==> src/rtl/writeback_unit.sv <==
// Writeback stage: stage register with branch-tag squash plus a PASS/WAIT_LOAD/WRITE load FSM.
// Optional load timeout (adds the load_err port) is enabled by defining WB_LOAD_TIMEOUT_EN.
module writeback_unit (
   input  logic        clk,
   input  logic        rst_n,
   input  logic [31:0] instr_in,
   input  logic [6:0]  opcode_in,
   input  logic [3:0]  rd_in,
   input  logic        branch_in,
   input  logic        branch_ref,
   input  logic        sel_stall,
   input  logic [31:0] mem_rdata,
   input  logic        mem_rvalid,
   output logic [31:0] instr_output,
   output logic [3:0]  rd,
   output logic        stall_req,
   output logic        w_en2,
   output logic [3:0]  w_addr2,
   output logic [31:0] w_data2,
   output logic        load_pc_wb
`ifdef WB_LOAD_TIMEOUT_EN
   ,
   output logic        load_err
`endif
);

   typedef enum logic [1:0] {PASS, WAIT_LOAD, WRITE} state_t;

   state_t      state_q;
   logic        valid_q, valid_d;
   logic [31:0] instr_q, instr_d;
   logic [6:0]  opcode_q, opcode_d;
   logic [3:0]  rd_q, rd_d;
   logic [31:0] data_q;
   logic [3:0]  waddr_q;
   logic        wen_q;
   logic        pc_q;
   logic        capture;
   logic        load_d;

`ifdef WB_LOAD_TIMEOUT_EN
   logic [3:0]  wait_cnt_q;
   logic        err_q;
`endif

   assign stall_req = (state_q == WAIT_LOAD);
   assign capture   = !sel_stall && !stall_req;

   always_comb begin
      valid_d  = valid_q;
      instr_d  = instr_q;
      opcode_d = opcode_q;
      rd_d     = rd_q;
      if (capture) begin
         valid_d  = (branch_in == branch_ref);
         instr_d  = instr_in;
         opcode_d = opcode_in;
         rd_d     = rd_in;
      end
   end

   // Load class: 110xxxx or 1000xxx, and only for a non-squashed capture.
   assign load_d = capture && valid_d && !opcode_d[4] &&
                   ((opcode_d[6:5] == 2'b11) || (opcode_d[6:3] == 4'b1000));

   always_ff @(posedge clk or negedge rst_n) begin
      if (!rst_n) begin
         valid_q  <= 1'b0;
         instr_q  <= '0;
         opcode_q <= '0;
         rd_q     <= '0;
      end else begin
         valid_q  <= valid_d;
         instr_q  <= instr_d;
         opcode_q <= opcode_d;
         rd_q     <= rd_d;
      end
   end

   always_ff @(posedge clk or negedge rst_n) begin
      if (!rst_n) begin
         state_q <= PASS;
         data_q  <= '0;
         waddr_q <= '0;
         wen_q   <= 1'b0;
         pc_q    <= 1'b0;
`ifdef WB_LOAD_TIMEOUT_EN
         wait_cnt_q <= '0;
         err_q      <= 1'b0;
`endif
      end else begin
         // Write-port registers are single-cycle pulses; they hold 0 unless entering WRITE.
         data_q  <= '0;
         waddr_q <= '0;
         wen_q   <= 1'b0;
         pc_q    <= 1'b0;
`ifdef WB_LOAD_TIMEOUT_EN
         err_q   <= 1'b0;
`endif
         case (state_q)
            PASS, WRITE: begin
               if (load_d) begin
                  state_q <= WAIT_LOAD;
`ifdef WB_LOAD_TIMEOUT_EN
                  wait_cnt_q <= '0;
`endif
               end else begin
                  state_q <= PASS;
               end
            end
            WAIT_LOAD: begin
               if (mem_rvalid) begin
                  state_q <= WRITE;
                  data_q  <= mem_rdata;
                  waddr_q <= rd_q;
                  wen_q   <= 1'b1;
                  pc_q    <= (rd_q == 4'hF);
               end
`ifdef WB_LOAD_TIMEOUT_EN
               else if (wait_cnt_q == 4'd14) begin
                  state_q    <= PASS;
                  wait_cnt_q <= 4'd15;
                  err_q      <= 1'b1;
               end else begin
                  wait_cnt_q <= wait_cnt_q + 4'd1;
               end
`endif
            end
            default: state_q <= PASS;
         endcase
      end
   end

   assign instr_output = valid_q ? instr_q : 32'h0;
   assign rd           = rd_q;
   assign w_en2        = wen_q;
   assign w_addr2      = waddr_q;
   assign w_data2      = data_q;
   assign load_pc_wb   = pc_q;
`ifdef WB_LOAD_TIMEOUT_EN
   assign load_err     = err_q;
`endif

endmodule

==> config.mk <==
export PLATFORM = sky130hd
export DESIGN_NAME = writeback_unit
export DESIGN_NICKNAME = d
export VERILOG_FILES = /design/src/rtl/writeback_unit.sv
export SDC_FILE = /design/constraint.sdc
export NUM_CORES = 1
export LEC_CHECK = 0
export CORE_UTILIZATION = 35
export DETAILED_ROUTE_END_ITERATION = 6
export HOLD_SLACK_MARGIN = 0.06
export PLACE_DENSITY_LB_ADDON = 0.15
export SYNTH_ARGS = -nofsm -noshare
export SYNTH_HDL_FRONTEND = slang
export SYNTH_SLANG_ARGS = --single-unit
==> constraint.sdc <==
create_clock -name clk -period 1.48 [get_ports clk]
set_clock_uncertainty 0.15 [all_clocks]
set_input_delay 0.296 -clock clk [delete_from_list [all_inputs] [get_ports clk]]
set_output_delay 0.296 -clock clk [all_outputs]
set_load 0.03 [all_outputs]
**After elaboration in Yosys (flattened, before gate mapping)**

Index checks and enable logic that the tools add are counted.

- Bits in latches: 0
- Output and inout port bits: 75
- Bits in registers: 84
- RAM bits: 0
- Memories: 0
- ROM bits: 0

- $lt $le $gt $ge: 0
- Divide/modulo/power cells: 0
- Add/sub/neg operators: 0
- Mux-type cells: 14
- Multipliers: 0
- Equality and inequality tests: 7
- Shift operators: 0
- Reduce and logical (&&, ||, !) cells: 10
- Bitwise logic cells: 0

Operators with widths:

| operator | number |
|---|---|
| $mux 32 | 3 |
| $eq 4x4->1 const B | 2 |
| $mux 4 | 2 |
| $mux 7 | 1 |
| $mux 1 | 6 |
| $eq 2x2->1 const B | 2 |
| $logic_and 1x1->1 | 4 |
| $pmux 2 s2 | 1 |
| $logic_not 1->1 | 3 |
| $eq 2x1->1 const B | 1 |
| $logic_not 2->1 | 1 |
| $mux 2 | 1 |
| $ne 2x2->1 const B | 1 |
| $reduce_or 2->1 | 1 |
| $eq 1x1->1 | 1 |
| $logic_or 1x1->1 | 1 |

**Depth between registers and ports, before layout**

Gate-level depths: netlist (run 1).

- Depth after elaboration: 9
- Depth in mapped cells: 4

**Worst setup path before layout (run 1)**

Ideal clock, no wire load.

- Path type: reg2out
- Start: reg state_q[1]
- End: out stall_req
- Arrival: 0.974 ns
- Data required time: 1.034 ns
- Cell stages (with the launch flop): 4
- Path slack: 0.060 ns
- Cells stage by stage: dfrtp_1 -> nor2b_4 -> clkbuf_1 -> buf_4

- Word-level cells in the longest chain between the ends: 1

RTL lines:

| what | RTL line | RTL |
|---|---|---|
| start, declared | 29 | `state_t state_q;` |
| start signal, assigned | 82 | `state_q <= PASS;` |
| start signal, assigned | 103 | `state_q <= WAIT_LOAD;` |
| start signal, assigned | 108 | `state_q <= PASS;` |
| $eq 2x1->1 | 46 | `assign stall_req = (state_q == WAIT_LOAD);` |
| end, declared | 16 | `output logic stall_req,` |

No other way between the ends.

**Final worst setup path (run 1)**

- Start: reg valid_q
- End: out instr_output[12]

- Word-level cells in the longest chain between the ends: 1

RTL lines:

| what | RTL line | RTL |
|---|---|---|
| start, declared | 30 | `logic valid_q, valid_d;` |
| start signal, assigned | 73 | `valid_q <= valid_d;` |
| $mux 32 | 134 | `assign instr_output = valid_q ? instr_q : 32'h0;` |
| end, declared | 14 | `output logic [31:0] instr_output,` |

No other way between the ends.

==> results.ini, run 1 <==
[drt]
drc=0
vias=2274
firstDrtPassIters=4
routedWlPerCell_um=16.04
viasPerCell=4.613
drt_wl_total_um=7909
first_iter_violations=30
drt.antenna.violating_nets=0

[synth]
synthSimpleGateAreaFrac_pct=16.37
ys_types=16
ys_seq_area_share_pct=65.46
synth_mux_area_share_pct=14.48
synth_warnings=0
syn_area_um2=2982
ys_seq_elements=78
synth_fa_ha_area_share_pct=0
syn-instance-count=209
synth-compound-area-share_pct=0.6295
syn_nets=290
avgSynthCellArea_um2=14.27
synth_top_family_by_area=simple AND/OR/NAND/NOR gates
post_synth_xor_area_fraction_pct=0.2937

[layout]
final_cells=493
mostFrequentLayoutCell=dfrtp_1
final_cell_mix=dfrtp_1 (77), clkdlybuf4s50_1 (76), mux2_4 (38), buf_6 (30), and2_4 (28)
antenna_cells=0
syn_to_final_growth_pct=80.61
nets=465
drive_above_1_share_pct=51.55
post-route-cell-area_um2=5385

[worst_hold_path]
hold_path.class=input pin to asynchronous set/reset pin

[placed_design]
place_area_um2=4715
placed_cells=469
preCtsSetupSlack_ps=-314.9
dp_hpwl_um=4951
gp_congestion=0.7485
portBuffers=152

[critical_path]
cp.required_ps=1030
critPathKind=flop to output port
end_kind=output port
worst-path-max-fanout=24
cp.arrival_ps=1230
critPathLaunchType=flop

[sta]
period_share_pct=113.0
fmax_mhz=597.7
rsz0062_at_grt=yes
report.final.hold_viol_count=0
setup_viol=46
slew_headroom_pct=72.28
tightest_slew_ps=414.7
period_needed_ps=1673
fin_setup_tns_ps=-5988
fin_ws_ps=-193.0
drv_slew=0

[clock_tree]
cts.clk_slew.worst_paths_ps=80
cts-root-buf=clkbuf_8
clock_path_buffers=2
clock_sinks=78
cts_tree=done
clk_latency_ps=330
cts_max_level=3
numCtsBuffers=9

[die]
chipWidth_um=94.30
num_io_pins=156
start_util_pct=36.29
dieHeight_um=94.30
rows=33
core_area_um2=8217
fp.dieArea_um2=8892

[global_route]
antenna_found_initial=0
grt_max_degree=27
grt_pass1_vias=2369
grt_usage_pct=18.67
overflow=0
grt_pass1_wl_um=12340

[pwr]
cellPowerDensity_nw_per_um2=1042
intPower_mw=3.948
comb_power_share_pct=33.1
ir_drop_mv=0.6048
p_sw_mw=1.660
clockPowerShare_pct=24.0
p_leak_nw=2.674
swShare_pct=29.60
pwr-share-seq_pct=42.9
finalPower_mw=5.609

[run_status]
outcome=complete, but fails checks
violations=setup timing

[run]
maxCapViolCount=0

==> cell usage after synthesis (all sizes together) <==
cell     number  area (um2)
clkbuf       10       37.54
nor2b         1       13.76
dfrtp        78        1952
inv           2       7.510
and3         36       240.2
and4          1       8.760
buf           5       37.54
nor2          1       11.26
and2         34       214.0
a32o          1       10.01
a2111oi       1       8.760
xnor2         1       8.760
mux2         38       431.7
==> worst max-delay path, cell delays in order (launching register included) <==
cell	delay, ps
dfrtp_2	440
buf_12	170
and2_4	150
buf_6	130
==> flip-flops by register name, indices dropped and copies added, names as in the netlist <==
name	cells
opcode_q	1
w_addr2	4
rd	4
w_en2	1
valid_q	1
state_q	2
load_pc_wb	1
instr_q	32
w_data2	32
==> cells by family after synthesis <==
kind of cell    count (synthesis)
simple gates                   73
xor+xnor                        1
mux                            38
compound gates                  2
buf+inv                        17
flops                          78
==> layer usage <==
layer  track usage (%)  routed length (um)  up-vias
met5                 0                   0        -
met4             9.872                 226        0
met3             4.207                 444       19
met2             30.25                4006       82
met1             23.10                3231     1120
li1                  -                   -     1053
==> power by group through the flow <==
stage | Sequential, mW | Combinational [mW] | Clock, mW
2_1_floorplan | 2.48 | 0.683 | 0
3_3_place_gp | 2.42 | 1.43 | 0
3_5_place_dp | 2.42 | 1.45 | 0
4_1_cts | 2.39 | 1.81 | 1.41
5_1_grt | 2.43 | 1.97 | 1.50
6_report | 2.41 | 1.86 | 1.35
==> final timing paths <==
path | startpoint | slack [ps] | to | depth (start not counted)
setup / recovery | valid_q | -190 | instr_output[12] | 3
hold / removal | rst_n | 250 | w_data2[17] | 2
setup reg to reg | state_q[0] | -80 | state_q[0] | 5
hold reg to reg | opcode_q[6] | 350 | opcode_q[6] | 1
max in group asynchronous | rst_n | 440 | w_data2[8] | 3
min in group clk | opcode_q[6] | 350 | opcode_q[6] | 1
==> through the flow <==
step	util (%)	hold WS [ps]
floorplan	-	-149.6
global placement	57.38	71.84
detailed placement	57.38	73.99
CTS	65.24	235.6
global route	65.54	272.0
finish	65.54	254.1
==> repair_timing <==
action,4_1_cts,5_1_grt
pin swaps,1,1
gates cloned,3,2
buffers inserted,4,0
resized for setup,180,34
hold endpoints to repair,78,0
endpoints found under the setup margin,83,100
hold buffers,1,0
==> cell type report <==
cell class | instances | area, um2
well taps | 105 | 131.4
fillers | 640 | 2831
multi-input cells | 114 | 1162
flip-flops and latches | 78 | 1953
repair buffers | 179 | 1967
inverters | 2 | 7.507
clock inverters | 6 | 40.04
clock buffers | 9 | 123.9
Note: power is estimated with default switching activity, not from simulation.
==> run 2, diff against run 1 <==
RECOVER_POWER = 100   (was unset)
SETUP_SLACK_MARGIN = 0.3   (was unset)
==> run 2 against run 1 <==
The run still ends with setup timing left. Hold slack better by 110 ps. Combinational power up 5%. Non-clock buffer count up 15. Worst setup slack got worse by 27 ps. Sequential share of layout area fell by 0.86 points. Fmax fell by 1.6%. Register-to-register slack got worse by 140 ps. Critical endpoint is now valid_q. Largest cell class is now sequential cells.
==> results.ini, run 2 (synthesis results as in run 1) <==
[placed_design]
portBuffers=152
placed_cells=466
gp_congestion=0.7233
preCtsSetupSlack_ps=-339.5
dp_hpwl_um=5257
place_area_um2=4752

[layout]
final_cell_mix=dfrtp_1 (77), clkdlybuf4s50_1 (76), clkbuf_2 (45), mux2_4 (37), and3_4 (36)
post-route-cell-area_um2=5515
drive_above_1_share_pct=60.15
nets=480
mostFrequentLayoutCell=dfrtp_1
syn_to_final_growth_pct=84.98
antenna_cells=0
final_cells=509

[critical_path]
slowest_stage=dfrtp_1
end_kind=flop
cp.arrival_ps=1770
worst-path-max-fanout=7
cp.buffers_inverters=4
critPathLaunchType=flop
critPathMaxStageDelay_ps=380
crit_top_cell=buf_6
cp.required_ps=1550
critPathKind=flop to flop
path_delay_family=buffers and inverters
crit_chain=nor2b_4 -> buf_6 -> nor2_4 -> buf_6 -> buf_6 -> buf_12 -> mux2_2

[drt]
viasPerCell=4.578
drt.antenna.violating_nets=0
firstDrtPassIters=4
vias=2330
drt_wl_total_um=8559
first_iter_violations=42
drc=0
routedWlPerCell_um=16.82

[sta]
drv_slew=0
fin_setup_tns_ps=-14150
fmax_mhz=588.1
fin_ws_ps=-220.4
fin_hold_ws_ps=364.4
setup_viol=97
period_share_pct=114.9
tightest_slew_ps=704.9
period_needed_ps=1700
slew_headroom_pct=53.01
report.final.hold_viol_count=0
rsz0062_at_grt=yes

[die]
start_util_pct=36.29
num_io_pins=156
dieHeight_um=94.30
core_area_um2=8217
chipWidth_um=94.30
rows=33
fp.dieArea_um2=8892

[clock_tree]
cts-root-buf=clkbuf_8
numCtsBuffers=9
cts.clk_slew.worst_paths_ps=80
clk_latency_ps=340
cts_max_level=3
cts_tree=done
clock_sinks=78
clock_path_buffers=2

[run]
maxCapViolCount=0

[pwr]
ir_drop_mv=0.5292
p_leak_nw=2.711
cellPowerDensity_nw_per_um2=1076

[worst_hold_path]
hold_path.class=flop to flop

[global_route]
grt_max_degree=29
grt_usage_pct=20.79
overflow=0
antenna_found_initial=0
grt_pass1_wl_um=13660
grt_pass1_vias=2586

[run_status]
violations=setup timing
outcome=complete, but fails checks

[run 2: cell types whose count changed in the layout (fill, tap and decap cells not counted), moves of 5 or more]
cell / delta
and2_4: +5
and3_1: -23
and3_2: -12
and3_4: +35
buf_12: -9
buf_16: +5
buf_2: -8
clkbuf_2: +45
clkdlybuf4s15_2: -22
[run 2: layer usage]
| metal | routed length [um] | share of wire, % | track usage, % | up-vias |
|---|---|---|---|---|
| met3 | 701 | 8.2 | 7.443 | 5 |
| met4 | 57 | 0.67 | 4.615 | 0 |
| met5 | 0 | 0 | 0 | - |
| li1 | - | - | - | 1094 |
| met1 | 3407 | 40 | 25.08 | 1143 |
| met2 | 4393 | 51 | 35.39 | 88 |
[run 2: worst paths after layout]
kind                        startpoint          end  slack, ps  depth (start not counted)
max                         state_q[0]      valid_q       -220                          7
min                        instr_q[28]  instr_q[28]        360                          1
max reg2reg                 state_q[0]      valid_q       -220                          7
min reg2reg                instr_q[28]  instr_q[28]        360                          1
max in group asynchronous        rst_n   w_data2[0]        120                          3
min in group asynchronous        rst_n   w_data2[7]        380                          2
[run 2: area by class of cell]
class	count	area, um2
well taps	105	131.4
flip-flops and latches	78	1953
clock inverters	7	73.82
inverters	2	7.507
multi-input cells	114	1329
fillers	628	2701
repair buffers	194	1897
clock buffers	9	123.9
[run 2: power breakdown]
group	switching (mW)	internal, mW	leakage, nW
clock	0.801	0.785	0.0996
combinational	0.847	1.10	1.61
sequential	0.0954	2.30	0.998
total	1.74	4.19	2.71
[run 2: stage by stage]
| step | util (%) | power [mW] |
|---|---|---|
| global placement | 57.83 | 3.951 |
| global route | 67.12 | 6.207 |
| floorplan | - | 3.326 |
| detailed placement | 57.83 | 3.975 |
| CTS | 69.67 | 5.941 |
| finish | 67.12 | 5.934 |
[run 2: timing repair]
action | CTS | global route
hold endpoints to repair | 77 | 0
resized for setup | 297 | 40
setup buffers | 17 | 2
pin swaps | 22 | 10
hold buffers | 1 | 0
gates cloned | 7 | 0
endpoints found under the setup margin | 153 | 153
[run 2: worst reg2reg max path, stage by stage (launching register included)]
cell	delay, ps
dfrtp_1	380
nor2b_4	140
buf_6	120
nor2_4	120
buf_6	130
buf_6	100
buf_12	120
mux2_2	330
==> edit 1, RTL diff (settings of run 1) <==
Reset style: synchronous (`rst_n`), changed in 2 clocked blocks.
--- a/src/rtl/writeback_unit.sv
+++ b/src/rtl/writeback_unit.sv
@@ -65,3 +65,3 @@
 
-   always_ff @(posedge clk or negedge rst_n) begin
+   always_ff @(posedge clk) begin
       if (!rst_n) begin
@@ -79,3 +79,3 @@
 
-   always_ff @(posedge clk or negedge rst_n) begin
+   always_ff @(posedge clk) begin
       if (!rst_n) begin
Behaviour: differs if rst_n is asserted again (counterexample within 4 cycles, from zero or initial values and one cycle with rst_n low); with rst_n held inactive, the same outputs for 10 cycles.
==> edit 1 against run 1 <==
Setup slack improved by 0.077 ns; design area shrank 12%; sequential cell count grew 1; the flow still finishes with violations (setup timing); die area down 8.4%; area after synthesis down 8.6%; highest routed layer unchanged; routed wire length shrank 13%.
Power is not compared: it rests on default switching activity, and its combinational part moved more than twofold at a synthesized area within 25%.
==> edit 1: results <==
metrics = {
    "clock_tree": {
        "cts_made_buffers": 9,
        "clk-insertion-delay-late_ns": 0.33,
        "cts.reportedPaths.clkPinSlew_ns": 0.08,
    },
    "cells_and_area": {
        "final_cells": 565,
        "finish.net_count": 542,
        "antenna_cells_inserted": 0,
        "layout.filler_cells": 674,
        "drive_above_1_share_pct": 26.6,
    },
    "routing": {
        "drt-vias-per-instance": 4.31,
        "wl_um": 6890,
        "detailed_route_iter0_violations": 46,
    },
    "placement": {
        "detailedPlace.worstSlack_ns": -0.283,
        "dp_hpwl_um": 4860,
        "number_of_placed_cells_counting_well_taps": 547,
        "globalplace.congestion": 0.711,
    },
    "synthesis": {
        "yosys_most_used_dff": "sky130_fd_sc_hd__dfxtp_1",
        "synth-seq-area-share_pct": 58.0,
        "ys_top_cells_by_count": "sky130_fd_sc_hd__dfxtp_1, sky130_fd_sc_hd__nand2_1, sky130_fd_sc_hd__and2_1, sky130_fd_sc_hd__a21oi_1, sky130_fd_sc_hd__buf_2",
        "postSynth.asyncResetShare_pct": 0,
        "yosys.cell_types.count": 24,
        "synthesis.nets": 381,
        "synth_warnings": 0,
        "netlist_instances": 300,
        "biggest_area_contributors_in_the_synthesized_netlist": "sky130_fd_sc_hd__dfxtp_1, sky130_fd_sc_hd__and2_1, sky130_fd_sc_hd__nand2_1, sky130_fd_sc_hd__a21oi_1, sky130_fd_sc_hd__buf_2",
    },
    "critical_path": {
        "path_delay_family": "flip-flops",
        "worst_ep_arrival_time_ns": 1.15,
        "crit_path_top_delay_cell": "sky130_fd_sc_hd__dfxtp_4",
        "timing.reg2reg.worst_path_depth": 5,
        "delay_of_the_slowest_cell_on_the_worst_path_ns": 0.36,
        "endpoint": "instr_output[22]",
        "register_to_register_path_setup_slack_ns": 0.07,
        "crit_start": "valid_q$_SDFF_PN0_",
        "cp_max_fo": 24,
        "r2r-end": "state_q[0]$_SDFFE_PN0P_",
        "r2r_start": "state_q[0]$_SDFFE_PN0P_",
    },
    "power": {
        "vdd_drop_max_mv": 0.582,
    },
    "outcome": {
        "run_status": "finished with violations",
        "failed_checks": "setup timing",
    },
    "global_routing": {
        "grt_max_degree": 25,
        "groute.usage.overall_pct": 16.9,
        "grt_pass1_vias": 2334,
        "grt_pass1_wl_um": 11000,
    },
    "sta": {
        "final-max-slew-violation-count": 0,
        "setup_slack_ns": -0.116,
        "timing_worst_slew_pin_value_ns": 0.218,
        "final-setup-viol-count": 32,
    },
    "worst_hold_path": {
        "hold_path_class": "reg -> reg",
    },
}
## edit 1: changes by cell type in the layout (fill, tap and decap cells not counted), sizes merged, moves of 3 or more
cell           before  now
clkdlybuf4s15      22   29
dfxtp               0   79
buf                79   58
a21oi               0   39
clkinv              5    2
and3               36    2
dfrtp              78    0
mux2               38    0
and2               34   68
nand2               0   76
clkbuf             10   17
## edit 1: area by class of cell
cell class | count | share of cell area (%)
Timing Repair Buffer | 171 | 36.9
Inverter | 1 | 0.0790
Tap cell | 99 | 2.61
Multi-Input combinational cell | 199 | 22.3
Clock buffer | 10 | 2.69
Clock inverter | 6 | 1.98
Sequential cell | 79 | 33.4
## edit 1: worst min-delay path by stage
stage | startpoint | to | slack [ns] | cells after the start
after floorplan | mem_rdata[0] | w_data2[0]$_SDFF_PN0_ | 0.27 | 1
after detailed placement | opcode_q[3]$_SDFF_PN0_ | opcode_q[3]$_SDFF_PN0_ | 0.29 | 2
after CTS | opcode_q[3]$_SDFF_PN0_ | opcode_q[3]$_SDFF_PN0_ | 0.30 | 2
after global placement | instr_q[9]$_SDFFE_PN0N_ | instr_q[9]$_SDFFE_PN0N_ | 0.29 | 2
final | instr_q[20]$_SDFFE_PN0N_ | instr_q[20]$_SDFFE_PN0N_ | 0.30 | 2
after global routing | instr_q[20]$_SDFFE_PN0N_ | instr_q[20]$_SDFFE_PN0N_ | 0.32 | 2
## edit 1: layer usage
metal,share of wire [%],GRT usage (%)
met5,0,0
met4,1.8,8.06
met3,6.3,4.15
met2,49,28.6
met1,42,20.2
## edit 1: logic make-up after synthesis
kind of cell / after synthesis / share of synthesized area (%)
AND/OR/NAND/NOR: 156 / 29.2
flip-flops: 79 / 58.0
buffers and inverters: 22 / 4.22
AO/OA/AOI/OAI: 42 / 8.26
XOR/XNOR: 1 / 0.321
## edit 1: through the flow
step	setup TNS, ns	cell area, µm²
4_1_cts	-3.56	4750
3_5_place_dp	-13.41	4340
3_3_place_gp	-11.37	4340
2_1_floorplan	0	2730
6_report	-3.17	4750
5_1_grt	-4.49	4750
## edit 1: where the power goes
group / internal (mW) / total, mW / switching (mW)
clock network: 0.962 / 1.75 / 0.792
registers: 2.19 / 2.22 / 0.0302
logic: 0.322 / 0.546 / 0.224
total: 3.47 / 4.52 / 1.05
## edit 1: tightest hold or removal path: stages (launching register included)
cell,delay [ns]
sky130_fd_sc_hd__dfxtp_1,0.31
sky130_fd_sc_hd__nand2_1,0.05
sky130_fd_sc_hd__a21oi_1,0.05
## edit 1: what timing repair did
item / CTS / global route
resized for setup: 140 / 17
setup buffers: 2 / 0
endpoints found under the setup margin: 72 / 82
pin swaps: 0 / 1
==> edit 2, RTL diff (config.mk and constraints of run 1) <==
Made on the original files. The option `WB_LOAD_TIMEOUT_EN` is turned on by a define.
--- a/src/rtl/writeback_unit.sv
+++ b/src/rtl/writeback_unit.sv
@@ -2,2 +2,4 @@
 // Optional load timeout (adds the load_err port) is enabled by defining WB_LOAD_TIMEOUT_EN.
+`define WB_LOAD_TIMEOUT_EN
+
 module writeback_unit (
Behaviour (old outputs only; new: load_err): no difference found for any inputs over 10 cycles, from zero or initial values and one cycle with rst_n low; that may be too few to reach the edited logic, so the function may still have changed.
==> edit 2 against run 1 <==
The run ends with DRC, setup timing left; critical path depth unchanged; sequential cell count up 4; area after synthesis up 8.9%; setup slack worse by 0.0081 ns; synthesized cell count up 13%; design area up 2.4%; largest power group unchanged; routed wire length up 9.5%; global-route usage down 0.74 points; total power up 5.5%.
==> edit 2: results <==
metrics = {
    "placement": {
        "globalplace.congestion": 0.795,
        "number_of_placed_cells_counting_well_taps": 493,
        "detailedPlace.worstSlack_ns": -0.372,
        "port_buffers": 153,
    },
    "critical_path": {
        "crit_path_top_delay_cell": "sky130_fd_sc_hd__dfrtp_1",
        "r2r-end": "instr_q[9]$_DFFE_PN0N_",
        "endpoint": "instr_output[26]",
    },
    "clock_tree": {
        "cts-resized-gates": 149,
        "cts.reportedPaths.clkPinSlew_ns": 0.10,
        "post_cts_buffers": 7,
        "clk-insertion-delay-late_ns": 0.35,
    },
    "routing": {
        "detailed_route_iter0_violations": 85,
        "routed-wl-met2_um": 4440,
        "drt-vias-per-instance": 4.73,
        "metal1_wirelength_um": 3700,
        "detail_route.drc_violations": 12,
    },
    "sta": {
        "setup_slack_ns": -0.201,
        "holdWs_ns": 0.346,
        "timing_worst_slew_pin_value_ns": 0.439,
        "final-setup-viol-count": 74,
        "final.setup.tns_ns": -12.31,
    },
    "cells_and_area": {
        "final_design_area_no_fill_um2": 5510,
        "drive_above_1_share_pct": 40.0,
        "layout.filler_cells": 719,
    },
    "synthesis": {
        "synth-compound-area-share_pct": 2.20,
        "yosys.cell_types.count": 27,
        "post_synth_mux_area_share_pct": 13.2,
        "synth_xor_area_share_pct": 0.270,
        "netlist_instances": 237,
        "biggest_area_contributors_in_the_synthesized_netlist": "sky130_fd_sc_hd__dfrtp_1, sky130_fd_sc_hd__mux2_2, sky130_fd_sc_hd__and3_1, sky130_fd_sc_hd__and2_1, sky130_fd_sc_hd__buf_6",
        "yosys.area_share.adder_pct": 0.771,
        "ys_top_cells_by_count": "sky130_fd_sc_hd__dfrtp_1, sky130_fd_sc_hd__and3_1, sky130_fd_sc_hd__and2_1, sky130_fd_sc_hd__mux2_2, sky130_fd_sc_hd__clkbuf_1",
    },
    "global_routing": {
        "grt_pass1_wl_um": 13200,
        "met1_usage_pct": 21.8,
        "met3_capacity_usage_during_global_routing_pct": 2.93,
        "grt_max_degree": 83,
        "met2_use_gr_pct": 31.7,
    },
    "power": {
        "power_leakage_nw": 2.74,
        "vdd_drop_max_mv": 0.459,
    },
    "outcome": {
        "failed_checks": "DRC, setup timing",
        "run_status": "finished with violations",
    },
}
-- edit 2: cell count changes after synthesis, sizes merged, moves of 2 or more --
| cell | before | now |
|---|---|---|
| nor2 | 1 | 5 |
| nand2 | 0 | 4 |
| nand2b | 0 | 2 |
| ha | 0 | 2 |
| nand3 | 0 | 3 |
| dfrtp | 78 | 82 |
| a221oi | 0 | 2 |
| o21ai | 0 | 2 |
-- edit 2: final cells by class --
cell class | instances | area, µm² | area share (%)
inverters | 2 | 7.51 | 0.136
flip-flops and latches | 82 | 2050 | 37.2
clock buffers | 9 | 124 | 2.25
clock inverters | 7 | 75.1 | 1.36
repair buffers | 175 | 1840 | 33.4
multi-input cells | 138 | 1280 | 23.2
well taps | 108 | 135 | 2.45
-- edit 2: power groups by stage --
stage          logic, mW  registers, mW  clock network, mW
5_1_grt             1.84           2.56               1.79
4_1_cts             1.63           2.53               1.71
6_report            1.73           2.53               1.65
3_5_place_dp        1.43           2.57                  0
3_3_place_gp        1.42           2.56                  0
2_1_floorplan      0.719           2.61                  0
